[src/rtl/apb_pkg.sv]
// Shared APB definitions for the bus master and the GPIO/UART peripherals.
// Holds the state encoding, the psel codes, the default address map and the address decoder.
package apb_pkg;

  typedef enum logic [1:0] {
    IDLE   = 2'd0,
    SETUP  = 2'd1,
    ACCESS = 2'd2,
    RESP   = 2'd3
  } apb_state_t;

  localparam logic [1:0] PSEL_NONE = 2'b00;
  localparam logic [1:0] PSEL_GPIO = 2'b01;
  localparam logic [1:0] PSEL_UART = 2'b10;

  localparam logic [31:0] DEF_GPIO_BASE   = 32'h4000_0000;
  localparam logic [31:0] DEF_UART_BASE   = 32'h4000_1000;
  localparam logic [31:0] DEF_REGION_MASK = 32'hFFFF_F000;

  // GPIO is tested first so it wins when both regions match.
  function automatic logic [1:0] apb_decode(input logic [31:0] addr,
                                            input logic [31:0] gpio_base,
                                            input logic [31:0] uart_base,
                                            input logic [31:0] mask);
    if ((addr & mask) == gpio_base)      return PSEL_GPIO;
    else if ((addr & mask) == uart_base) return PSEL_UART;
    else                                 return PSEL_NONE;
  endfunction

endpackage

[src/rtl/apb_bus_master.sv]
// Single-request APB requester for the GPIO and UART peripherals.
// Optional ACCESS-phase timeout is enabled by defining APB_TIMEOUT_EN.
module apb_bus_master
  import apb_pkg::*;
#(
  parameter logic [31:0] GPIO_BASE      = DEF_GPIO_BASE,
  parameter logic [31:0] UART_BASE      = DEF_UART_BASE,
  parameter logic [31:0] REGION_MASK    = DEF_REGION_MASK,
  parameter int unsigned TIMEOUT_CYCLES = 16
) (
  input  logic        clk,
  input  logic        rst_n,
  input  logic        req_valid,
  output logic        req_ready,
  input  logic        req_wr,
  input  logic [31:0] req_addr,
  input  logic [31:0] req_wdata,
  output logic        rsp_valid,
  output logic [31:0] rsp_rdata,
  output logic        rsp_err,
  output logic [31:0] pAdd,
  output logic [31:0] pwData,
  output logic        pwr,
  output logic [1:0]  psel,
  output logic        pen,
  input  logic [31:0] prdata_gpio,
  input  logic        pready_gpio,
  input  logic [31:0] prdata_uart,
  input  logic        pready_uart
);

  apb_state_t  state;
  logic [1:0]  sel;
  logic [1:0]  dec_sel;
  logic        sel_ready;
  logic [31:0] sel_rdata;

  if (TIMEOUT_CYCLES < 1 || TIMEOUT_CYCLES > 32) begin : g_bad_timeout
    $error("TIMEOUT_CYCLES must be within 1..32");
  end

`ifdef APB_TIMEOUT_EN
  localparam logic [4:0] TO_LAST = 5'(TIMEOUT_CYCLES - 1);
  logic [4:0] to_cnt;
`endif

  assign dec_sel = apb_decode(req_addr, GPIO_BASE, UART_BASE, REGION_MASK);

  // Only the slave latched at accept time may complete the transfer.
  always_comb begin
    sel_ready = 1'b0;
    sel_rdata = '0;
    case (sel)
      PSEL_GPIO: begin
        sel_ready = pready_gpio;
        sel_rdata = prdata_gpio;
      end
      PSEL_UART: begin
        sel_ready = pready_uart;
        sel_rdata = prdata_uart;
      end
      default: ;
    endcase
  end

  // Outputs decode straight from state so an async reset drops them immediately.
  assign req_ready = rst_n && (state == IDLE);
  assign psel      = (state == SETUP || state == ACCESS) ? sel : PSEL_NONE;
  assign pen       = (state == ACCESS);
  assign rsp_valid = (state == RESP);

  always_ff @(posedge clk or negedge rst_n) begin
    if (!rst_n) begin
      state     <= IDLE;
      sel       <= PSEL_NONE;
      pAdd      <= '0;
      pwData    <= '0;
      pwr       <= 1'b0;
      rsp_rdata <= '0;
      rsp_err   <= 1'b0;
`ifdef APB_TIMEOUT_EN
      to_cnt    <= '0;
`endif
    end else begin
      case (state)
        IDLE: begin
          if (req_valid) begin
            pAdd   <= req_addr;
            pwData <= req_wdata;
            pwr    <= req_wr;
            sel    <= dec_sel;
            if (dec_sel != PSEL_NONE) begin
              state <= SETUP;
            end else begin
              rsp_err   <= 1'b1;
              rsp_rdata <= '0;
              state     <= RESP;
            end
          end
        end
        SETUP: begin
          state <= ACCESS;
`ifdef APB_TIMEOUT_EN
          to_cnt <= '0;
`endif
        end
        ACCESS: begin
          if (sel_ready) begin
            rsp_rdata <= pwr ? '0 : sel_rdata;
            rsp_err   <= 1'b0;
            state     <= RESP;
          end
`ifdef APB_TIMEOUT_EN
          else if (to_cnt == TO_LAST) begin
            rsp_rdata <= '0;
            rsp_err   <= 1'b1;
            state     <= RESP;
          end else begin
            to_cnt <= to_cnt + 5'd1;
          end
`endif
        end
        RESP: state <= IDLE;
        default: state <= IDLE;
      endcase
    end
  end

endmodule

[config.mk]
export PLATFORM = sky130hd
export DESIGN_NAME = apb_bus_master
export DESIGN_NICKNAME = d
export VERILOG_FILES = /design/src/rtl/apb_pkg.sv /design/src/rtl/apb_bus_master.sv
export SDC_FILE = /design/constraint.sdc
export NUM_CORES = 1
export LEC_CHECK = 0
export CORE_MARGIN = 1
export CORE_UTILIZATION = 40
export DETAILED_ROUTE_END_ITERATION = 12
export PLACE_DENSITY_LB_ADDON = 0.3
export SYNTH_ARGS = -nofsm -noshare
export SYNTH_HDL_FRONTEND = slang
export SYNTH_SLANG_ARGS = --single-unit
[constraint.sdc]
create_clock -name clk -period 3.2 [get_ports clk]
set_clock_uncertainty 0.1 [all_clocks]
set_input_delay 0.64 -clock clk [delete_from_list [all_inputs] [get_ports clk]]
set_output_delay 0.64 -clock clk [all_outputs]
set_load 0.05 [all_outputs]
Word-level counts from Yosys, hierarchy flattened --
Index checks and enable logic that the tools add are counted.
Word-level totals: output and inout bits 103, word-level logic and storage cells 43, bits in registers 102
Operators by class: reduce and logical (&&, ||, !) cells 8, equality and inequality tests 10, multiplexer cells 18
Operators with widths (number):
- $mux W32 | 4
- $pmux W32 S2 | 2
- $eq A20 B19 Y1 const B | 2
- $mux W2 | 6
- $pmux W2 S4 | 1
- $eq A2 B2 Y1 const B | 3
- $eq A2 B1 Y1 const B | 2
- $ne A2 B2 Y1 const B | 2
- $pmux W1 S2 | 2
- $reduce_and A2 Y1 | 2
- $reduce_and A4 Y1 | 1
- $reduce_bool A2 Y1 | 2
- $mux W1 | 3
- $logic_not A2 Y1 | 1
- $ne A2 B1 Y1 const B | 1
- $logic_and A1 B1 Y1 | 1
- $logic_or A1 B1 Y1 | 1

Logic depth before layout (Yosys ltp) --
depth in word-level cells 7, depth in mapped cells 8, mapped depth without buffers 6

Worst setup path after synthesis --
OpenSTA, ideal clock, no wires.
kind register to register, from reg state[0], to reg rsp_rdata[0], path buffers 2, setup time 0.125 ns, data arrival time 2.158 ns, path slack 0.817 ns, period minus slack after synthesis 2.383 ns, data required time 2.975 ns, stages on the path, launching flop included 9, cell sequence dfrtp_1 inv_1 ha_1 buf_4 nand2b_4 a221oi_4 o21ai_4 buf_12 mux2_4
Between the ends: longest elaborated chain between the ends 3, elaborated cells between the ends (all ways) 8
Ends and longest elaborated chain:
- start: declaration | RTL line apb_bus_master.sv:32 | apb_state_t state;
- start signal: assignment | RTL line apb_bus_master.sv:74 | state <= IDLE;
- start signal: assignment | RTL line apb_bus_master.sv:93 | state <= SETUP;
- start signal: assignment | RTL line apb_bus_master.sv:97 | state <= RESP;
- $eq A2 B2 Y1 (*)
- net pen | RTL line apb_bus_master.sv:25 | output logic pen,
- $ne A2 B1 Y1 (no source line) or $reduce_bool A2 Y1 (tied branches)
- $reduce_and A4 Y1 (no source line)
- end signal: assignment | RTL line apb_bus_master.sv:109 | rsp_rdata <= pwr ? '0 : sel_rdata;
- end: declaration | RTL line apb_bus_master.sv:19 | output logic [31:0] rsp_rdata,
Mark *: on every way through the listed nets, which the timed path passes. The rest lies on a longest branch. A chain may end at the register's enable or synchronous reset.

Worst setup path after layout --
from reg state[1], to out req_ready
Between the ends: longest elaborated chain between the ends 2
Ends and longest elaborated chain:
- $logic_not A2 Y1 | RTL line apb_bus_master.sv:67 | assign req_ready = rst_n && (state == IDLE);
- $logic_and A1 B1 Y1 | RTL line apb_bus_master.sv:67
- end: declaration | RTL line apb_bus_master.sv:14 | output logic req_ready,
No other way between the ends.

==> implementation parameters <==
Parameter                              Value

Yosys
  Library cell occupying the most area in the post-synthesis netlist    sky130_fd_sc_hd__dfrtp_1
  Cell area after synthesis    4650 um^2
  #FFs+latches synth    102
  Mean Syn Cell Area    13.6 um^2
  Gate count after technology mapping    341
  Sequential-to-total area share from yosys stat    about 55%
  Total of warnings raised by yosys    0
  Net count after synthesis    480
  Cell variety after synth    34
  Synth top area share    between 50% and 60%
  Cell types with the largest area share after synthesis    sky130_fd_sc_hd__dfrtp_1 (55%), sky130_fd_sc_hd__mux2_2 (16%), sky130_fd_sc_hd__mux2_4 (9.4%), sky130_fd_sc_hd__a22oi_1 (5.3%), sky130_fd_sc_hd__nor2_1 (3.0%)

CTS
  Num CTS Buffers    9
  CTS Sinks    102
  Number of buffers inserted to repair setup after CTS    0
  Clock-pin slew of the registers on the worst-case setup and hold paths    about 0.070 ns
  Number of buffers inserted for hold repair after clock tree synthesis    0
  Post-cts gate resize count    0
  CTS H-tree depth    3
  Master cell of the clock root buffer    sky130_fd_sc_hd__clkbuf_16
  CTS tree    done
  Buffers from clock root to sink, at most    2
  Skew-Pair Late Insertion Delay    0.34 ns

Worst hold path
  Path category of the worst min-delay check    in -> async

Routing
  DRT antenna net count    0
  First-iteration detailed-routing DRC count    100
  Avg WL per Cell    between 15 and 20 um
  Number of remaining DRC errors    0
  Met2 routed wirelength    roughly 6100 um
  Post-detailed-routing wire length    12,800 um
  Detailed-routing iteration count for the pre-antenna-repair pass    4
  Detailed-route vias per instance    about 5.0
  Routed length on met1    between 5000 and 6000 um
  Uppermost metal layer occupied by signal nets    met4
  Vias    3,612
  Met3 routed WL    between 1000 and 1500 um

Final layout
  Design area    between 7000 and 8000 um^2
  Layout Area Growth over Synthesis    60.0%
  Most common cell after layout, fill and taps aside    sky130_fd_sc_hd__clkdlybuf4s50_1
  Layout cell share with drive strength beyond 1    22.0%
  Most used cells in the layout excluding fill and tap cells    sky130_fd_sc_hd__clkdlybuf4s50_1 (235), sky130_fd_sc_hd__dfrtp_1 (102), sky130_fd_sc_hd__mux2_2 (67)
  Final #Nets    713
  Antenna cells    0

Timing
  Max Transition Viols Final    0
  FMAX    336 MHz
  Min Tclk post-route    2.97 ns
  Share of the clock period used by the worst path after layout    ~93%
  Total of endpoints with negative setup slack in the final report    0
  Accumulated negative setup slack    0 ns
  Unrepaired setup endpoints after global routing    false
  Count of endpoints failing hold in the final timing report    0
  Max-Slew Margin vs Limit    between 40% and 50%
  Slew at the pin closest to its max-slew limit    0.867 ns

Critical path
  Worst path required time    between 2 and 2.5 ns
  Crit path kind    reg -> out
  Critical path arrival    roughly 2.2 ns
  Critical path startpoint    state[1]
  Largest fanout on the critical path    10
  Startpoint type of the worst setup path    flip-flop
  Reg-to-Reg Start    state[1]
  Kind of end point of the critical path    output pin

Job
  Max-cap check violation count    0

Status
  Outcome    finished, final reports clean

GRT
  Wire length of the first global-routing pass    about 19,000 um
  Overall fraction of global-route tracks in use    21.0%
  Vias in the first global route    between 3k and 4k
  Initial antenna violation count    0
  Largest net degree at the start of global routing    70
  Overflow after GRT    0

Die
  I/O pin total    around 240
  Vert. Die Dim    110 um
  Total core area    about 11,000 um^2
  Die outline width    approximately 110 um
  Count of standard-cell rows    39
  Effective utilization at floorplan    40.9%
  Die ar.    between 10,000 and 15,000 um^2

Placed design
  Sum of net half-perimeters after detailed placement    9620 um
  Number of buffer cells added on primary ports    ~240
  Total cell area at the placement stage    between 7000 and 8000 um^2
  Placer Congestion    0.739

Power
  Power density over the cells    approximately 360 nW/um^2
  Leakage    between 3 and 4 nW
  Worst voltage drop across the vdd grid    ~0.26 mV
## stage by stage
stage	hold WS, ns	utilization (%)	worst slack [ns]	total power, mW	std cells
6_report	0.287	65.4	0.228	2.67	721
5_1_grt	0.330	65.4	0.109	2.77	721
4_1_cts	0.308	65.4	0.216	2.71	721
3_5_place_dp	0.367	62.6	0.279	1.52	706
3_3_place_gp	0.365	62.6	0.345	1.51	706
2_1_floorplan	0.244	-	0.817	1.32	341
## cell usage after synthesis
library cell	count
sky130_fd_sc_hd__o21ai_0	2
sky130_fd_sc_hd__nand2b_4	1
sky130_fd_sc_hd__buf_6	1
sky130_fd_sc_hd__nand2b_1	2
sky130_fd_sc_hd__nand2_1	7
sky130_fd_sc_hd__nor4_2	1
sky130_fd_sc_hd__o21ai_4	1
sky130_fd_sc_hd__nor4b_2	1
sky130_fd_sc_hd__buf_2	4
sky130_fd_sc_hd__nand3_1	2
sky130_fd_sc_hd__clkbuf_1	9
sky130_fd_sc_hd__buf_12	3
sky130_fd_sc_hd__a31oi_1	1
sky130_fd_sc_hd__or4_1	1
sky130_fd_sc_hd__nor4_1	6
sky130_fd_sc_hd__nor3_1	2
sky130_fd_sc_hd__nand2_2	1
sky130_fd_sc_hd__ha_1	5
sky130_fd_sc_hd__nor2_1	37
sky130_fd_sc_hd__nor4b_1	1
sky130_fd_sc_hd__a221oi_4	1
sky130_fd_sc_hd__mux2_2	67
sky130_fd_sc_hd__o31ai_1	1
sky130_fd_sc_hd__nand4_1	2
sky130_fd_sc_hd__buf_4	1
sky130_fd_sc_hd__mux2_4	29
sky130_fd_sc_hd__dfrtp_1	102
sky130_fd_sc_hd__a21oi_1	2
sky130_fd_sc_hd__and2_1	4
sky130_fd_sc_hd__a22o_1	1
sky130_fd_sc_hd__a22oi_1	33
sky130_fd_sc_hd__buf_1	5
sky130_fd_sc_hd__o211a_1	1
sky130_fd_sc_hd__inv_1	4
## flip-flops by register name (all words and copies together), names as in the netlist
signal	count
pAdd	32
pwData	32
pwr	1
rsp_err	1
rsp_rdata	32
sel	2
state	2
## critical path: stages (launching register included)
cell	delay (ns)
sky130_fd_sc_hd__dfrtp_1	0.42
sky130_fd_sc_hd__inv_1	0.09
sky130_fd_sc_hd__ha_1	0.38
sky130_fd_sc_hd__and2_1	0.19
sky130_fd_sc_hd__clkdlybuf4s50_1	0.81
## kinds of logic (layout without fill, tap and decap cells)
family	Yosys count	after routing	synth area share, %
mux	96	96	25.6
simple gates	68	68	7.24
compound gates	43	43	7.37
buf+inv	27	264	3.58
fa+ha+maj	5	5	1.35
flops	102	102	54.9
## power by group
group          switching [mW]  leakage (nW)  total [mW]  internal [mW]
logic                  0.0576          1.75       0.203          0.145
registers                   0          1.42        1.29           1.29
clock network           0.475         0.159        1.18          0.705
total                   0.533          3.33        2.67           2.14
## routing by layer
layer	up-vias	track usage [%]
li1	1690	-
met1	1755	25.3
met2	157	34.0
met3	10	8.24
met4	0	7.71
met5	-	0
## final timing paths
path,slack [ns],end,cells past startpoint
setup / recovery,0.23,req_ready,4
hold / removal,0.29,rsp_rdata[1],2
setup reg to reg,0.90,pAdd[5],5
hold reg to reg,0.40,pAdd[12],2
max in group asynchronous,1.57,pwData[16],3
min in group clk,0.40,pAdd[12],2
## cell type report
type | count | area [um^2]
clock inverters | 5 | 82.6
flip-flops and latches | 102 | 2550
fillers | 881 | 3930
clock buffers | 10 | 239
repair buffers | 245 | 2440
multi-input cells | 212 | 1930
inverters | 4 | 15.0
well taps | 143 | 179
Note: power is estimated with default switching activity, not from simulation.
